$ cat src/rtl/bus_pkg.sv
// Shared bus definitions: arbiter state encoding, bus-timing defaults and an
// index helper. Also used by the DMA and slave models.
package bus_pkg;

    localparam int unsigned BUS_NUM_MASTERS     = 4;
    localparam int unsigned BUS_GRANT_TIMEOUT   = 16;
    localparam int unsigned BUS_WATCHDOG_CYCLES = 1023;
    localparam int unsigned BUS_IDX_W           = 3;

    typedef enum logic [1:0] {
        ARB_IDLE    = 2'd0,
        ARB_GRANT   = 2'd1,
        ARB_BUSY    = 2'd2,
        ARB_RELEASE = 2'd3
    } arb_state_e;

    // Next master index after idx, wrapping from n-1 back to 0.
    function automatic logic [BUS_IDX_W-1:0] wrap_inc(input logic [BUS_IDX_W-1:0] idx,
                                                      input int unsigned n);
        logic [BUS_IDX_W-1:0] nxt;
        nxt = idx + BUS_IDX_W'(1);
        if (32'(idx) + 32'd1 >= n) nxt = '0;
        return nxt;
    endfunction

endpackage

$ cat src/rtl/rr_priority_pick.sv
// Combinational round-robin picker: first set request bit at or after pointer,
// wrapping from N-1 to 0.
// Ports:
//   request  in   N          pending requests
//   pointer  in   BUS_IDX_W  highest-priority index (must be < N)
//   valid    out  1          at least one request pending
//   index    out  BUS_IDX_W  winning master index
module rr_priority_pick
    import bus_pkg::*;
#(
    parameter int unsigned N = BUS_NUM_MASTERS
) (
    input  logic [N-1:0]           request,
    input  logic [BUS_IDX_W-1:0]   pointer,
    output logic                   valid,
    output logic [BUS_IDX_W-1:0]   index
);

    logic [N-1:0] rotated;
    int unsigned  slot;

    // Rotate so the pointer position lands at bit 0, then take the lowest set bit.
    always_comb begin
        rotated = N'({request, request} >> pointer);
        valid   = 1'b0;
        index   = '0;
        slot    = 0;
        for (int unsigned i = 0; i < N; i++) begin
            if (!valid && rotated[i]) begin
                valid = 1'b1;
                slot  = 32'(pointer) + i;
                if (slot >= N) slot = slot - N;
                index = BUS_IDX_W'(slot);
            end
        end
    end

endmodule

$ cat src/rtl/bus_arbiter_rr.sv
// Round-robin arbiter for the shared burst bus. Grants one master at a time,
// follows the begin/end strobes of the granted transaction and frees the bus
// on end, on an unused grant (timeout or request withdrawn), or on watchdog.
// Optional feature macro: WATCHDOG_EN (BUSY-phase watchdog with error pulse).
// Ports:
//   clock               in   1            rising-edge clock
//   reset               in   1            async active-low reset
//   request             in   NUM_MASTERS  per-master request, level
//   grant               out  NUM_MASTERS  one-hot or zero, registered
//   beginTransactionIn  in   1            shared-bus begin strobe
//   endTransactionIn    in   1            shared-bus end strobe
//   busErrorOut         out  1            watchdog error pulse
//   endTransactionOut   out  1            watchdog-forced end pulse
//   activeMaster        out  3            current/last granted master
module bus_arbiter_rr
    import bus_pkg::*;
#(
    parameter int unsigned NUM_MASTERS     = BUS_NUM_MASTERS,
    parameter int unsigned GRANT_TIMEOUT   = BUS_GRANT_TIMEOUT,
    parameter int unsigned WATCHDOG_CYCLES = BUS_WATCHDOG_CYCLES
) (
    input  logic                   clock,
    input  logic                   reset,
    input  logic [NUM_MASTERS-1:0] request,
    output logic [NUM_MASTERS-1:0] grant,
    input  logic                   beginTransactionIn,
    input  logic                   endTransactionIn,
    output logic                   busErrorOut,
    output logic                   endTransactionOut,
    output logic [2:0]             activeMaster
);

    localparam int unsigned GT_W = $clog2(GRANT_TIMEOUT + 1);
    localparam int unsigned WD_W = $clog2(WATCHDOG_CYCLES + 1);

    arb_state_e              state, state_next;
    logic [NUM_MASTERS-1:0]  grant_next;
    logic [BUS_IDX_W-1:0]    active_next;
    logic [BUS_IDX_W-1:0]    pointer, pointer_next;
    logic [GT_W-1:0]         grant_timer, grant_timer_next;
    logic [WD_W-1:0]         busy_timer, busy_timer_next;
    logic                    pick_valid;
    logic [BUS_IDX_W-1:0]    pick_index;
    logic                    owner_request;
    logic                    drop_grant;
`ifdef WATCHDOG_EN
    logic                    bus_error, bus_error_next;
`endif

    rr_priority_pick #(.N(NUM_MASTERS)) u_pick (
        .request (request),
        .pointer (pointer),
        .valid   (pick_valid),
        .index   (pick_index)
    );

    // Grant is one-hot on the owner, so this is request[owner] while granted.
    assign owner_request = |(request & grant);

    // Next-state and registered-output logic.
    always_comb begin
        state_next       = state;
        grant_next       = grant;
        active_next      = activeMaster;
        pointer_next     = pointer;
        grant_timer_next = grant_timer;
        busy_timer_next  = busy_timer;
        drop_grant       = 1'b0;
`ifdef WATCHDOG_EN
        bus_error_next   = 1'b0;
`endif
        case (state)
            // The RELEASE dead cycle also arbitrates, so back-to-back grants
            // are separated by exactly one zero-grant cycle.
            ARB_IDLE, ARB_RELEASE: begin
                if (pick_valid) begin
                    state_next       = ARB_GRANT;
                    grant_next       = NUM_MASTERS'(1) << pick_index;
                    active_next      = pick_index;
                    grant_timer_next = '0;
                end else begin
                    state_next = ARB_IDLE;
                end
            end
            ARB_GRANT: begin
                if (grant_timer != GT_W'(GRANT_TIMEOUT)) begin
                    grant_timer_next = grant_timer + GT_W'(1);
                end
                if (beginTransactionIn && endTransactionIn) begin
                    drop_grant = 1'b1;
                end else if (beginTransactionIn) begin
                    state_next      = ARB_BUSY;
                    busy_timer_next = '0;
                end else if (!owner_request || grant_timer == GT_W'(GRANT_TIMEOUT - 1)) begin
                    drop_grant = 1'b1;
                end
            end
            ARB_BUSY: begin
                if (busy_timer != WD_W'(WATCHDOG_CYCLES)) begin
                    busy_timer_next = busy_timer + WD_W'(1);
                end
                if (endTransactionIn) begin
                    drop_grant = 1'b1;
`ifdef WATCHDOG_EN
                end else if (bus_error) begin
                    drop_grant = 1'b1;
                end else if (busy_timer == WD_W'(WATCHDOG_CYCLES - 1)) begin
                    bus_error_next = 1'b1;
`endif
                end
            end
            default: state_next = ARB_IDLE;
        endcase

        // Leaving the owner: dead cycle, and the owner drops to lowest priority.
        if (drop_grant) begin
            state_next   = ARB_RELEASE;
            grant_next   = '0;
            pointer_next = wrap_inc(activeMaster, NUM_MASTERS);
        end
    end

    // State and output registers.
    always_ff @(posedge clock or negedge reset) begin
        if (!reset) begin
            state        <= ARB_IDLE;
            grant        <= '0;
            activeMaster <= '0;
            pointer      <= '0;
            grant_timer  <= '0;
            busy_timer   <= '0;
`ifdef WATCHDOG_EN
            bus_error    <= 1'b0;
`endif
        end else begin
            state        <= state_next;
            grant        <= grant_next;
            activeMaster <= active_next;
            pointer      <= pointer_next;
            grant_timer  <= grant_timer_next;
            busy_timer   <= busy_timer_next;
`ifdef WATCHDOG_EN
            bus_error    <= bus_error_next;
`endif
        end
    end

`ifdef WATCHDOG_EN
    assign busErrorOut       = bus_error;
    assign endTransactionOut = bus_error;
`else
    assign busErrorOut       = 1'b0;
    assign endTransactionOut = 1'b0;
`endif

endmodule

$ cat config.mk
export PLATFORM = sky130hd
export DESIGN_NAME = bus_arbiter_rr
export DESIGN_NICKNAME = d
export VERILOG_FILES = /design/src/rtl/bus_pkg.sv /design/src/rtl/rr_priority_pick.sv /design/src/rtl/bus_arbiter_rr.sv
export SDC_FILE = /design/constraint.sdc
export NUM_CORES = 1
export LEC_CHECK = 0
export CAP_MARGIN = 20
export CORE_MARGIN = 2
export CORE_UTILIZATION = 50
export CTS_CLUSTER_SIZE = 20
export DETAILED_ROUTE_END_ITERATION = 6
export PLACE_DENSITY = 0.79
export RECOVER_POWER = 100
export SLEW_MARGIN = 30
export SYNTH_ARGS = -nofsm -noshare
export SYNTH_HDL_FRONTEND = slang
export SYNTH_SLANG_ARGS = --single-unit
$ cat constraint.sdc
create_clock -name clock -period 7 [get_ports clock]
set_clock_uncertainty 0.2 [all_clocks]
set_input_delay 1.4 -clock clock [delete_from_list [all_inputs] [get_ports clock]]
set_output_delay 1.4 -clock clock [all_outputs]
set_load 0.005 [all_outputs]
==> results.ini, run 1 <==
[run_status]
outcome = finished, final reports clean

[place]
placed_cell_area_sq_um = 1370
place_congestion = 0.815
dpl.cell_count = 171
dp_hpwl_mm = 2.02
portBuffers = 14

[die]
rows = 18
die-area_sq_um = 2890
pin_count = 17
die_h_um = 53.8
start_util_pct = 51.4
core-area_sq_um = 2410
die_w_um = 53.8

[timing]
report.final.slew_viol_count = 0
rsz0062_at_grt = no
max_freq_mhz = 247
worst_pin_slew_ns = 0.782
finalSetupViolCount = 0
relSlewSlack_pct = 47.3
hold_viol = 0
tns_ns = 0
fin_crit_ns = 4.06
post-route-period-util_pct = 57.9

[logic_synthesis]
syn_area_sq_um = 1240
ys_ff_latch = 17
synth_edf_count = 0
async_flop_share_pct = 100
ys_seq_area_share_pct = 34.3
synthFlopType = dfrtp_1
synth_cells = 134
postSynthAreaPerCell_sq_um = 9.24
ys_types = 56
yosysWarningCount = 0

[worst_setup_path]
endpoint_kind = flip-flop
rr_startpoint = pointer[0]
critPathSlowestCell = dlygate4sd3_1
arrival_ns = 4.06
ff2ff_setup_slack_ns = 3.97
crit_fanout = 9
crit_required_ns = 7.00
timing.rr.end = grant[0]
r2r_cells = 6
cpPeakStageDelay_ns = 0.66
cpLargestDelayFamily = compound AO/OA/AOI/OAI gates
cp_num_buf_inv = 1
setup.worst_path.start_class = input port
cp_cell_sequence = dlygate4sd3_1 -> or3_1 -> a222oi_1 -> nand2_2 -> o21ai_0 -> and2_0 -> o2bb2ai_1
path_class = in2reg

[flow_run]
drv_cap = 0

[route]
viasPerCell = 5.96
vias = 1043
dr.pass1.iters = 4
drt_iter0_drc = 18
wl_per_cell_um = 15.0
wirelength_mm = 2.62
drtAntennaViolNets = 0
drc = 0

[power]
power_leakage_uw = 0.000626
cellPowerDensity_nw_per_um2 = 395
ir_drop_uv = 239
finalPower_uw = 547

[clock_network]
cts_hold_buffers = 0
path_clk_slew_ns = 0.09
cts_resized = 0
root_buffer = clkbuf_4
cts_buffers = 3
cts_tree = done
clk_latency_ns = 0.29
clock-sinks = 17
cts_setup_buffers = 0
clock_path_buffers = 2
cts_htree_levels = 1

[worst_hold_path]
holdPathEnd = grant[2]
hold_class = reg2reg
min_path_cells = 1
hold_start = grant[2]

[finish]
area_growth_syn_to_layout_pct = 11.9
n_antenna_cell = 0
drive_above_1_share_pct = 6.90
fin_cells = 175
nNetsFinal = 161
final_cell_area_sq_um = 1390
fin_util_pct = 57.5

[global_route]
grt_pass1_wl_mm = 4.23
grt_pass1_vias = 959
grt_use_total_pct = 20.3
antenna_found_initial = 0
grt_start_max_net_pins = 18
grt.overflow.total = 0

final cells by class:
cell class / instances / area, sq um
clock buffer: 3 / 22.5
tap: 30 / 37.5
timing repair buffer: 14 / 140
inverter: 11 / 41.3
multi-input combinational: 99 / 714
fill: 221 / 1020
clock inverter: 1 / 5.00
sequential: 17 / 425
synthesized netlist by cell type, types with 2 or more instances:
master	n	area (sq um)
a22o_1	2	17.5
buf_2	2	10.0
o2bb2ai_1	2	17.5
and3b_1	2	17.5
and2_1	3	18.8
nor3_1	2	10.0
o21ai_0	8	40.0
dfrtp_1	17	425
mux2i_1	3	30.0
and3_1	2	12.5
ha_1	7	87.6
xnor2_1	2	17.5
nor2_1	8	30.0
or3_1	3	18.8
a32o_1	2	20.0
buf_4	2	15.0
nor3b_1	2	15.0
a211oi_1	2	15.0
a21oi_1	7	35.0
nand3_1	3	15.0
nand2_1	8	30.0
inv_1	11	41.3
placed cells by master, fill, tap and decap left out, drive strengths merged, types with 3 or more instances in the layout:
cell type      synthesis  final
nand3                  3      3
and2                   4      4
mux2                   3      3
nor2                   8      8
dlygate4sd3            0      9
a21oi                  7      7
ha                     7      7
o21ai                  9      9
clkbuf                 2      3
inv                   11     11
nand2                  9      9
dfrtp                 17     17
or3                    3      3
mux2i                  3      3
clkdlybuf4s50          0      5
where the power goes:
part / internal [uW] / switching (uW) / leakage, uW / total (uW)
Clock: 21.2 / 29.3 / 0.0000177 / 50.5
Combinational: 146 / 175 / 0.000387 / 322
Sequential: 132 / 43.5 / 0.000222 / 175
Total: 299 / 248 / 0.000626 / 547
cell families after synthesis:
logic type | after synthesis | share of synthesized area, %
flip-flops | 17 | 34.3
AO/OA/AOI/OAI | 40 | 25.3
AND/OR/NAND/NOR | 42 | 18.9
XOR/XNOR | 2 | 1.41
buffers and inverters | 19 | 7.27
multiplexers | 6 | 5.45
other | 1 | 0.303
adder cells (fa/ha/maj) | 7 | 7.07
sequential cells by signal (all words and copies together) (netlist names):
signal / cells
activeMaster: 3
grant: 4
grant_timer: 5
pointer: 3
state: 2
layer usage:
metal  vias up  track usage (%)  share of wire [%]
li1        510                -                  -
met1       517             24.2                 45
met2        12             37.4                 51
met3         4             1.67                2.3
met4         0             7.69                1.2
met5         -                0                  0
through the flow:
stage	hold slack [ns]	setup slack (ns)
CTS	0.347	3.47
floorplan	0.301	3.76
detailed placement	0.324	3.17
global route	0.369	2.83
global placement	0.320	3.23
finish	0.333	2.94
worst max path at each step:
stage,slack (ns),cells past startpoint,start,end
final,2.94,7,request[3],grant[0]
after global routing,2.83,7,request[3],grant[0]
after CTS,3.47,6,request[1],activeMaster[1]
after detailed placement,3.17,6,request[0],activeMaster[1]
after global placement,3.23,6,request[0],activeMaster[1]
after floorplan,3.76,7,request[0],grant[2]
(Power assumes the default switching activity.)
==> inputs of run 2 (changes only) <==
clock period = 4 ns   (was 7 ns; I/O delays follow)
==> run 2 against run 1 <==
Compared with the run above:
- critical path depth is the same
- routed wire length fell by 1.2%
- via count shrank 1.4%
- die area stayed put
- clock-buffer cell count did not move
- sequential power is 75% higher
- utilization is 0.10 points higher
- global-route usage did not move
==> results.ini, run 2 (synthesis gave the netlist of run 1 again) <==
[run_status]
outcome = finished, final reports clean

[place]
dp_hpwl_mm = 2.02  ; unchanged
place_congestion = 0.815  ; about the same
portBuffers = 14  ; unchanged
dp_slack_ns = 0.768  ; -2.40 ns

[timing]
report.final.slew_viol_count = 0  ; unchanged
rsz0062_at_grt = no
worst_pin_slew_ns = 0.759  ; -0.0231 ns
relSlewSlack_pct = 49.2  ; +1.9 points
post-route-period-util_pct = 76.8
finalSetupViolCount = 0  ; unchanged
fin_ws_ns = 0.930  ; -2.01 ns
tns_ns = 0  ; unchanged
max_freq_mhz = 326
fin_crit_ns = 3.07
hold_viol = 0  ; unchanged

[die]
die_w_um = 53.8  ; unchanged
rows = 18  ; unchanged
die-area_sq_um = 2890  ; unchanged
start_util_pct = 51.4  ; unchanged
pin_count = 17  ; unchanged
die_h_um = 53.8  ; unchanged
core-area_sq_um = 2410  ; unchanged

[finish]
reg_top3 = grant_timer: 5 flops, grant: 4 flops
layout_common_cells = 17 x dfrtp_1, 11 x inv_1, 9 x nand2_1, 9 x dlygate4sd3_1
regMostFlops = grant_timer
final_common_cell = dfrtp_1
largest_reg_flops = 5  ; unchanged
area_growth_syn_to_layout_pct = 12.1
n_antenna_cell = 0  ; unchanged
drive_above_1_share_pct = 6.21  ; -0.69 points
nNetsFinal = 161  ; unchanged

[global_route]
grt_pass1_vias = 959  ; unchanged
grt_use_total_pct = 20.3  ; unchanged
grt.overflow.total = 0  ; unchanged
antenna_found_initial = 0  ; unchanged
grt_start_max_net_pins = 18  ; unchanged
grt_pass1_wl_mm = 4.23  ; unchanged

[worst_setup_path]
path_class = in2reg
setup.worst_path.start_class = input port
arrival_ns = 3.07  ; -0.99 ns
rr_startpoint = pointer[0]
critPathLaunch = request[3]
crit_required_ns = 4.00  ; -3.00 ns
crit_fanout = 9  ; unchanged
endpoint_kind = flip-flop

[clock_network]
cts_tree = done
cts_resized = 0  ; unchanged
cts_htree_levels = 1  ; unchanged
cts_buffers = 3  ; unchanged
cts_hold_buffers = 0  ; unchanged
clock-sinks = 17  ; unchanged
root_buffer = clkbuf_4
cts_setup_buffers = 0  ; unchanged
clk_latency_ns = 0.29  ; about the same
path_clk_slew_ns = 0.09  ; about the same
clock_path_buffers = 2  ; unchanged

[route]
viasPerCell = 5.87  ; -1.4%
wl_per_cell_um = 14.8  ; -1.2%
drtAntennaViolNets = 0  ; unchanged
dr.pass1.iters = 4  ; unchanged
drc = 0  ; unchanged
wirelength_mm = 2.59  ; -1.2%
vias = 1028  ; -1.4%
drt_iter0_drc = 14  ; -4

[flow_run]
drv_cap = 0  ; unchanged

[worst_hold_path]
hold_start = grant[2]
hold_class = reg2reg

[power]
cellPowerDensity_nw_per_um2 = 695  ; +76%
ir_drop_uv = 419  ; +75%
finalPower_uw = 965  ; +76%
power_leakage_uw = 0.000626  ; about the same

## run 2: cell count changes in the layout (fill, tap and decap cells not counted)
cell / before / now
a221oi_1: 1 / 2
a221oi_2: 1 / 0
nand2_1: 8 / 9
nand2_2: 1 / 0
o21ai_0: 9 / 8
o21ai_4: 0 / 1
## run 2: layer usage
layer	global-route usage, %	vias to the layer above	wire length [um]
met5	0	-	0
met4	7.69	0	19
met3	1.67	2	49
met2	37.4	13	1350
met1	24.2	506	1170
li1	-	507	-
## run 2: final timing paths
check	cells after the start	to	slack (ns)
setup / recovery	7	grant[0]	0.93
hold reg to reg	1	grant[2]	0.33
min in group asynchronous	1	activeMaster[0]	0.82
max in group asynchronous	1	grant[0]	2.30
hold / removal	1	grant[2]	0.33
setup reg to reg	6	grant[0]	1.34
## run 2: worst max-delay path, cell delays in order
cell	delay, ns
dlygate4sd3_1	0.66
or3_1	0.35
a222oi_1	0.29
nand2_1	0.25
o21ai_4	0.29
and2_0	0.28
o2bb2ai_1	0.15
## run 2: stage by stage
stage	hold slack (ns)	utilization (%)	instances	cell area, sq um
6_report	0.333	57.6	175	1390
4_1_cts	0.347	58.0	175	1400
3_5_place_dp	0.324	56.9	171	1370
5_1_grt	0.369	57.6	175	1390
3_3_place_gp	0.320	56.9	171	1370
2_1_floorplan	0.301	-	135	1240
## run 2: area by class of cell
class	instances	area (sq um)
inverter	11	41.3
tap	30	37.5
fill	222	1020
timing repair buffer	14	140
multi-input combinational	99	717
sequential	17	425
clock buffer	3	22.5
clock inverter	1	5.00
## run 2: power by group
group	internal [uW]	switching (uW)
clock	37.1	50.7
combinational	261	311
sequential	230	75.9
total	528	437
